## src/rtl/ysyx_25060173_ifu.sv

```systemverilog
`default_nettype none
// +--------------------------------------------------------------------------+
// | Module   : ysyx_25060173_ifu                                             |
// | Purpose  : Instruction fetch unit. One fetch is in flight at a time. The |
// |            unit requests a word, waits for the response, and holds it    |
// |            for the decoder. It handles redirects and halt.               |
// | Option   : YSYX_25060173_IFU_MISALIGN_CHECK_EN                           |
// |            When defined, a misaligned redirect target sets the sticky    |
// |            fetch_err flag and halts. When undefined, the low two target  |
// |            bits are cleared and fetch_err is tied low.                   |
// | Revision : 1.0  initial release                                          |
// +--------------------------------------------------------------------------+
module ysyx_25060173_ifu #(
  parameter logic [31:0] RESET_PC = 32'h8000_0000
) (
  input  logic        clk,
  input  logic        rst,
  output logic        imem_req_valid,
  input  logic        imem_req_ready,
  output logic [31:0] imem_req_addr,
  input  logic        imem_rsp_valid,
  input  logic [31:0] imem_rsp_data,
  output logic        out_valid,
  input  logic        out_ready,
  output logic [31:0] out_inst,
  output logic [31:0] out_pc,
  input  logic        redirect_valid,
  input  logic [31:0] redirect_pc,
  input  logic        halt,
  output logic        fetch_err
);

  typedef enum logic [2:0] {
    S_IDLE = 3'd0,
    S_REQ  = 3'd1,
    S_WAIT = 3'd2,
    S_HOLD = 3'd3,
    S_HALT = 3'd4
  } state_t;

  state_t      r_state;
  state_t      w_state_nx;
  logic [31:0] r_pc;
  logic [31:0] w_pc_nx;
  logic        r_pend_valid;
  logic        w_pend_valid_nx;
  logic [31:0] r_pend_pc;
  logic [31:0] w_pend_pc_nx;
  logic        r_halt_pend;
  logic        w_halt_pend_nx;
  logic [31:0] r_out_inst;
  logic [31:0] w_out_inst_nx;
  logic [31:0] r_out_pc;
  logic [31:0] w_out_pc_nx;

  logic        w_misalign;
  logic [31:0] w_redir_tgt;
  logic        w_redir_ok;
  logic        w_redir_any;
  logic [31:0] w_redir_pc;
  logic        w_stop;
  logic        w_req_fire;

`ifdef YSYX_25060173_IFU_MISALIGN_CHECK_EN
  assign w_misalign  = redirect_valid && (redirect_pc[1:0] != 2'b00);
  assign w_redir_tgt = redirect_pc;
`else
  assign w_misalign  = 1'b0;
  assign w_redir_tgt = redirect_pc & 32'hFFFF_FFFC;
`endif

  // A usable redirect this cycle. A misaligned one becomes a halt instead.
  assign w_redir_ok  = redirect_valid && !w_misalign;
  // A redirect is either waiting in the pending register or arriving now.
  // The newest target wins.
  assign w_redir_any = r_pend_valid || w_redir_ok;
  assign w_redir_pc  = w_redir_ok ? w_redir_tgt : r_pend_pc;
  // Any reason to stop fetching: halt now, halt earlier, or a bad target.
  assign w_stop      = r_halt_pend || halt || w_misalign;

  // Do not request once a halt is pending, so no fetch is issued for it.
  assign imem_req_valid = (r_state == S_REQ) && !r_halt_pend;
  // The request address comes straight from the PC register.
  // It cannot change while a request is waiting to be accepted.
  assign imem_req_addr  = r_pc;
  assign w_req_fire     = imem_req_valid && imem_req_ready;
  assign out_valid      = (r_state == S_HOLD);
  assign out_inst       = r_out_inst;
  assign out_pc         = r_out_pc;

  // State register and fetch datapath; reset abandons any transaction.
  always_ff @(posedge clk or posedge rst) begin
    if (rst) begin
      r_state      <= S_IDLE;
      r_pc         <= RESET_PC;
      r_pend_valid <= 1'b0;
      r_pend_pc    <= 32'h0000_0000;
      r_halt_pend  <= 1'b0;
      r_out_inst   <= 32'h0000_0000;
      r_out_pc     <= 32'h0000_0000;
    end else begin
      r_state      <= w_state_nx;
      r_pc         <= w_pc_nx;
      r_pend_valid <= w_pend_valid_nx;
      r_pend_pc    <= w_pend_pc_nx;
      r_halt_pend  <= w_halt_pend_nx;
      r_out_inst   <= w_out_inst_nx;
      r_out_pc     <= w_out_pc_nx;
    end
  end

  // Next-state and datapath decisions for the fetch sequence.
  always_comb begin
    w_state_nx      = r_state;
    w_pc_nx         = r_pc;
    w_pend_valid_nx = r_pend_valid;
    w_pend_pc_nx    = r_pend_pc;
    w_halt_pend_nx  = r_halt_pend;
    w_out_inst_nx   = r_out_inst;
    w_out_pc_nx     = r_out_pc;

    // Sample redirect and halt in every live state. A state consumes the
    // pending redirect only when it can act on it.
    if (r_state != S_HALT) begin
      if (w_redir_ok) begin
        w_pend_valid_nx = 1'b1;
        w_pend_pc_nx    = w_redir_tgt;
      end
      if (halt || w_misalign) begin
        w_halt_pend_nx = 1'b1;
      end
    end

    case (r_state)
      S_IDLE: begin
        w_state_nx = S_REQ;
        // No request is issued yet, so a redirect can go straight to the PC.
        if (w_redir_any) begin
          w_pc_nx         = w_redir_pc;
          w_pend_valid_nx = 1'b0;
        end
      end

      S_REQ: begin
        // Keep the address stable while the request waits. A redirect stays
        // pending, and the word it fetches is thrown away later.
        if (w_req_fire) begin
          w_state_nx = S_WAIT;
        end else if (w_stop) begin
          w_state_nx = S_HALT;
        end
      end

      S_WAIT: begin
        if (imem_rsp_valid) begin
          if (w_stop) begin
            w_state_nx = S_HALT;
          end else if (w_redir_any) begin
            // This word was fetched before the redirect, so drop it.
            w_pc_nx         = w_redir_pc;
            w_pend_valid_nx = 1'b0;
            w_state_nx      = S_REQ;
          end else begin
            w_out_inst_nx = imem_rsp_data;
            w_out_pc_nx   = r_pc;
            w_state_nx    = S_HOLD;
          end
        end
      end

      S_HOLD: begin
        if (w_stop) begin
          w_state_nx = S_HALT;
        end else if (w_redir_any) begin
          // The redirect target wins over pc+4, even when the decoder
          // accepts the held word in this same cycle.
          w_pc_nx         = w_redir_pc;
          w_pend_valid_nx = 1'b0;
          w_state_nx      = S_REQ;
        end else if (out_ready) begin
          w_pc_nx    = r_pc + 32'd4;
          w_state_nx = S_REQ;
        end
      end

      S_HALT: begin
        w_state_nx = S_HALT;
      end

      default: begin
        w_state_nx = S_IDLE;
      end
    endcase
  end

`ifdef YSYX_25060173_IFU_MISALIGN_CHECK_EN
  logic r_fetch_err;

  // Sticky error flag: set by a misaligned redirect target, cleared by reset.
  always_ff @(posedge clk or posedge rst) begin
    if (rst) begin
      r_fetch_err <= 1'b0;
    end else if ((r_state != S_HALT) && w_misalign) begin
      r_fetch_err <= 1'b1;
    end
  end

  assign fetch_err = r_fetch_err;
`else
  assign fetch_err = 1'b0;
`endif

endmodule
`default_nettype wire

```

## config.mk

```make
export PLATFORM = sky130hd
export DESIGN_NAME = ysyx_25060173_ifu
export DESIGN_NICKNAME = d
export VERILOG_FILES = /design/src/rtl/ysyx_25060173_ifu.sv
export SDC_FILE = /design/constraint.sdc
export NUM_CORES = 1
export LEC_CHECK = 0
export ABC_AREA = 1
export CORE_MARGIN = 3
export CORE_UTILIZATION = 33
export CTS_CLUSTER_DIAMETER = 80
export DETAILED_ROUTE_END_ITERATION = 10
export PLACE_DENSITY = 0.65
export SYNTH_ARGS = -nofsm -noshare
export SYNTH_HDL_FRONTEND = slang
export SYNTH_SLANG_ARGS = --single-unit
```

## constraint.sdc

```tcl
create_clock -name clk -period 3.6 [get_ports clk]
set_input_delay 0.36 -clock clk [delete_from_list [all_inputs] [get_ports clk]]
set_output_delay 0.36 -clock clk [all_outputs]
set_load 0.01 [all_outputs]
```

=== Word-level counts from Yosys, hierarchy flattened ===
Index checks and enable logic that the tools add are counted.

* Add/subtract/negate cells: 1
* Equal/unequal tests: 11
* Mux-type cells: 23
* Bitwise logic cells: 2
* Reductions and logical operators: 11

{| class="wikitable"
|+ Operator list
! operator !! count
|-
| $mux 32 || 7
|-
| $pmux 32 s3 || 1
|-
| $add 32x3->32 const B || 1
|-
| $mux 3 || 7
|-
| $pmux 3 s5 || 1
|-
| $eq 3x2->1 const B || 2
|-
| $ne 2x2->1 const B || 3
|-
| $ne 3x3->1 const B || 2
|-
| $mux 1 || 5
|-
| $reduce_and 5->1 || 1
|-
| $ne 4x1->1 const B || 1
|-
| $reduce_and 4->1 || 1
|-
| $eq 3x1->1 const B || 1
|-
| $eq 3x3->1 const B || 1
|-
| $logic_not 3->1 || 1
|-
| $ne 3x1->1 const B || 1
|-
| $pmux 1 s3 || 1
|-
| $reduce_and 3->1 || 1
|-
| $reduce_bool 3->1 || 1
|-
| $logic_and 1x1->1 || 2
|-
| $logic_or 1x1->1 || 2
|-
| $mux 2 || 1
|-
| $not 1->1 || 2
|-
| $reduce_and 2->1 || 1
|-
| $logic_not 1->1 || 1
|}

* Register bits after elaboration: 133
* Input port bits: 71
* Logic and storage cells: 55

=== Depth between registers and ports, before layout ===
* Depth in word-level cells: 6
* Depth in mapped cells: 11

=== Least setup slack after synthesis ===
Ideal clock, no wire load.

* Path kind: register -> register
* From: register r_pc[3], in the netlist imem_req_addr[3]
* To: register r_pc[26], in the netlist imem_req_addr[26]
* Library setup time: 0.113 ns
* Arrival: 1.439 ns
* Required time: 3.487 ns
* Path slack: 2.048 ns
* Stages on the path, launching flop included: 11
* Clock period less this slack: 1.552 ns
* Path through: dfrtp_1 > ha_1 > nand2_1 > nor2_1 > nand3_1 > nor2_1 > nand3_1 > nand2_1 > nand2_1 > nand2_1 > inv_1

* Cells in the longest elaborated chain, start to end: 5

{| class="wikitable"
|+ Ends and longest elaborated chain
! element !! line !! source
|-
| start, declared || 43 || <nowiki>logic [31:0] r_pc;</nowiki>
|-
| start signal, assigned || 103 || <nowiki>r_pc <= w_pc_nx;</nowiki>
|-
| $add 32x3->32 || 181 || <nowiki>w_pc_nx = r_pc + 32'd4;</nowiki>
|-
| $mux 32 || 180 || <nowiki>end else if (out_ready) begin</nowiki>
|-
| $mux 32 || 174 || <nowiki>end else if (w_redir_any) begin</nowiki>
|-
| $mux 32 || 172 || <nowiki>if (w_stop) begin</nowiki>
|-
| $pmux 32 s3 || 134 || <nowiki>case (r_state)</nowiki>
|}

Every way passes these cells. The select of a mux whose other input is x is not followed.
A chain may end at the register's enable or synchronous reset.

=== Worst setup path in the final report ===
* From: register r_state[1]
* To: output port imem_req_valid

* Cells in the longest elaborated chain, start to end: 2

{| class="wikitable"
|+ Ends and longest elaborated chain
! element !! line !! source
|-
| start, declared || 41 || <nowiki>state_t r_state;</nowiki>
|-
| start signal, assigned || 102 || <nowiki>r_state <= w_state_nx;</nowiki>
|-
| $eq 3x1->1 || 82 || <nowiki>assign imem_req_valid = (r_state == S_REQ) && !r_halt_pend;</nowiki>
|-
| $logic_and 1x1->1 || 82 ||
|-
| end, declared || 18 || <nowiki>output logic imem_req_valid,</nowiki>
|}

Every way passes these cells.

==> results.md <==
* Status: completed
* CTS Sinks at between 100 and 150
* Post-Route WL at 18.43 mm
* Root buf cell: clkbuf_16
* CTS tree: built
* Clk_skew at 0.007628 ns
* DR pass1 iterations at 5
* Final core utilization at 46.49%
* Routed vias at roughly 5800
* # Post-CTS Setup Buffers at 0
* Post-Layout Cell Count at 1244
* Power density over the cells at 410.2 nW/um2
* DP Area at 8541 um2
* Post-synth cell types at 34
* Crit-path max cell delay at a little under 0.6 ns
* Peak VDD IR at 0.0002928 V
* Max stage delay cell, worst path: clkdlybuf4s50_1
* Synth Instances at 811
* Initial Utilization at 33.95%
* Worst relative slew slack at 46.57%
* Max Cap Viol at 0
* Reg2reg setup slack at 1.45 ns
* Vias in the first global route at 5675
* Wire length per cell at 14.82 um
* CP endpoint kind: output pin
* Most common cell after layout, fill and taps aside: nand2_1
* GRT Util Overall at 17.22%
* Tightest Pin Transition at 0.8006 ns
* Remaining global-route overflow at 0
* Critical R2R Capture: imem_req_addr[15]$_DFFE_PP0P_
* Nets at 1038
* Worst path cell trace: inv_1, nand2_1, nor3_1, clkdlybuf4s50_1
* Syn. warnings at 0
* Setup crit start kind: flip-flop
* Die Y at roughly 150 um
* Tcrit/Tclk final at around three fifths
* Core Area at 19650 um2
* Post-CTS Resized at 0
* Mapped Nets at 883
* Max Slew Vio Count at 0
* HPWL Detailed at 13.42 mm
* Clock Latency Late Sink at ~0.42 ns
* Final hold vios at 0
* Commonest cells after routing, fill and taps aside: 243 x nand2_1, 166 x clkdlybuf4s50_1, 132 x dfrtp_1
* Syn-to-layout area delta at 36.92%
* Worst Reg-to-Reg Cells at 8
* Critical Path AT at 1.83 ns
* Largest net degree at the start of global routing at 108
* Hold buffer count at CTS at 0
* I/O pins at 170
* Starting DRT DRC Count at 364
* Reg2reg start: r_state[0]$_DFFE_PP0P_
* Chip width at 148.2 um
* CP required at 3.24 ns
* Die area at 21960 um2
* Post-synthesis sequential area ratio at 49.90%
* CTS H-tree depth at 4
* Cells after DPL at 1212
* Crit. Startpoint: r_state[1]$_DFFE_PP0P_
* Synth Area per Inst at 8.228 um2
* Yosys reg bits at ~130
* Post-DRT Antenna Nets at 0
* First-pass GRT wire length at 30.18 mm
* Layout fillers at 1979
* Final instance area at 9136 um2
* Gpl congestion at 0.8477
* Fmax at around 460 MHz
* Leak at 0.004336 uW
* Setup tns final at 0 ns
* Detailed-route DRC error count at 0
* Tightest Hold Check Type: in2async
* Final setup viols at 0
* Crit Path Class: reg2out
* Mapped Area at 6673 um2
* Fraction of layout cells with a size suffix above 1 at under 10%
* Tmin final at between 2 and 2.5 ns
* Total CTS buffers at 17
* RSZ-0062 raised after global routing: false
* Maximum fanout along the worst path at 6
* Antenna violations before repair at 0
* PortBufs at ~170
* Max Root-Sink Buffers at 2
* Clock slew at reported path FFs at 0.06 ns
* Via/cell ratio at around 4.6
* Inserted Diodes at 0
* Rows at 51
[flip-flops by register name, indices dropped and copies added (netlist names)]
| name | flops |
|---|---|
| imem_req_addr | 32 |
| r_state | 3 |
| r_halt_pend | 1 |
| r_pend_pc | 32 |
| r_pend_valid | 1 |
| out_pc | 32 |
| out_inst | 32 |
[worst max-delay path by stage]
stage	to	slack, ns
after CTS	imem_req_valid	1.39
after floorplan	imem_req_addr[0]$_DFFE_PP0P_	1.59
final	imem_req_valid	1.41
after detailed placement	imem_req_addr[29]$_DFFE_PP0P_	1.03
after global routing	imem_req_addr[17]$_DFFE_PP0P_	1.12
after global placement	imem_req_addr[29]$_DFFE_PP0P_	1.04
[Yosys cell counts, drive strengths merged]
| cell type | number | area (um2) |
|---|---|---|
| dfrtp | 132 | 3303 |
| clkbuf | 12 | 45.04 |
| a31oi | 1 | 6.260 |
| buf | 23 | 158.9 |
| a21boi | 1 | 7.510 |
| nand4 | 4 | 25.02 |
| mux2 | 36 | 495.5 |
| nand3 | 30 | 150.1 |
| nand3b | 1 | 7.510 |
| xor2 | 7 | 61.31 |
| mux2i | 6 | 60.06 |
| clkinv | 2 | 13.76 |
| nor2 | 90 | 347.8 |
| a21oi | 12 | 60.06 |
| nor3 | 3 | 20.02 |
| dfstp | 1 | 26.28 |
| nand2 | 245 | 929.6 |
| or2 | 8 | 50.05 |
| ha | 1 | 12.51 |
| o31ai | 1 | 12.51 |
| o21ai | 118 | 590.6 |
| inv | 76 | 285.3 |
| conb | 1 | 3.750 |
[per-layer routing]
| metal | wire (um) | part of all wire [%] | global-route usage, % | up-vias |
|---|---|---|---|---|
| met5 | 0 | 0 | 0 | - |
| met4 | 260 | 1.4 | 5.081 | 0 |
| met3 | 1473 | 8.0 | 5.972 | 16 |
| met2 | 7962 | 43 | 25.85 | 203 |
| met1 | 8738 | 47 | 23.65 | 2661 |
| li1 | - | - | - | 2897 |
[cells by family after synthesis]
| family | synth area share [%] |
|---|---|
| fa+ha+maj | 0.1875 |
| compound gates | 10.14 |
| mux | 8.326 |
| flops | 49.90 |
| xor+xnor | 0.9188 |
| buf+inv | 7.538 |
| other cells | 0.05620 |
| simple gates | 22.93 |
[stage by stage]
step                      setup WS (ns)  power, uW  hold WS (ns)
final                             1.412       3748        0.4059
after global routing              1.121       3920        0.4286
after CTS                         1.391       3795        0.4015
after detailed placement          1.035       2014        0.4720
after global placement            1.041       2007        0.4643
after floorplan                   1.590       1808        0.4479
[layout make-up]
cell class / instances / area, um2 / area share (%)
Multi-Input combinational cell: 565 / 2853 / 31.22
Sequential cell: 133 / 3329 / 36.44
Inverter: 78 / 302.8 / 3.314
Tap cell: 265 / 331.6 / 3.629
Clock inverter: 8 / 123.9 / 1.356
Timing Repair Buffer: 171 / 1724 / 18.87
Clock buffer: 24 / 471.7 / 5.163
[worst max-delay path, delay by kind of cell (launching register included)]
| family | cells | cell delay [ns] |
|---|---|---|
| buf+inv | 2 | 0.70 |
| flops | 1 | 0.43 |
| simple gates | 2 | 0.27 |
[power breakdown]
group / leakage [uW] / internal, uW / switching, uW
sequential: 0.00166 / 1550 / 52.8
clock: 0.000284 / 1120 / 637
combinational: 0.00239 / 180 / 204
(Power assumes the default switching activity.)
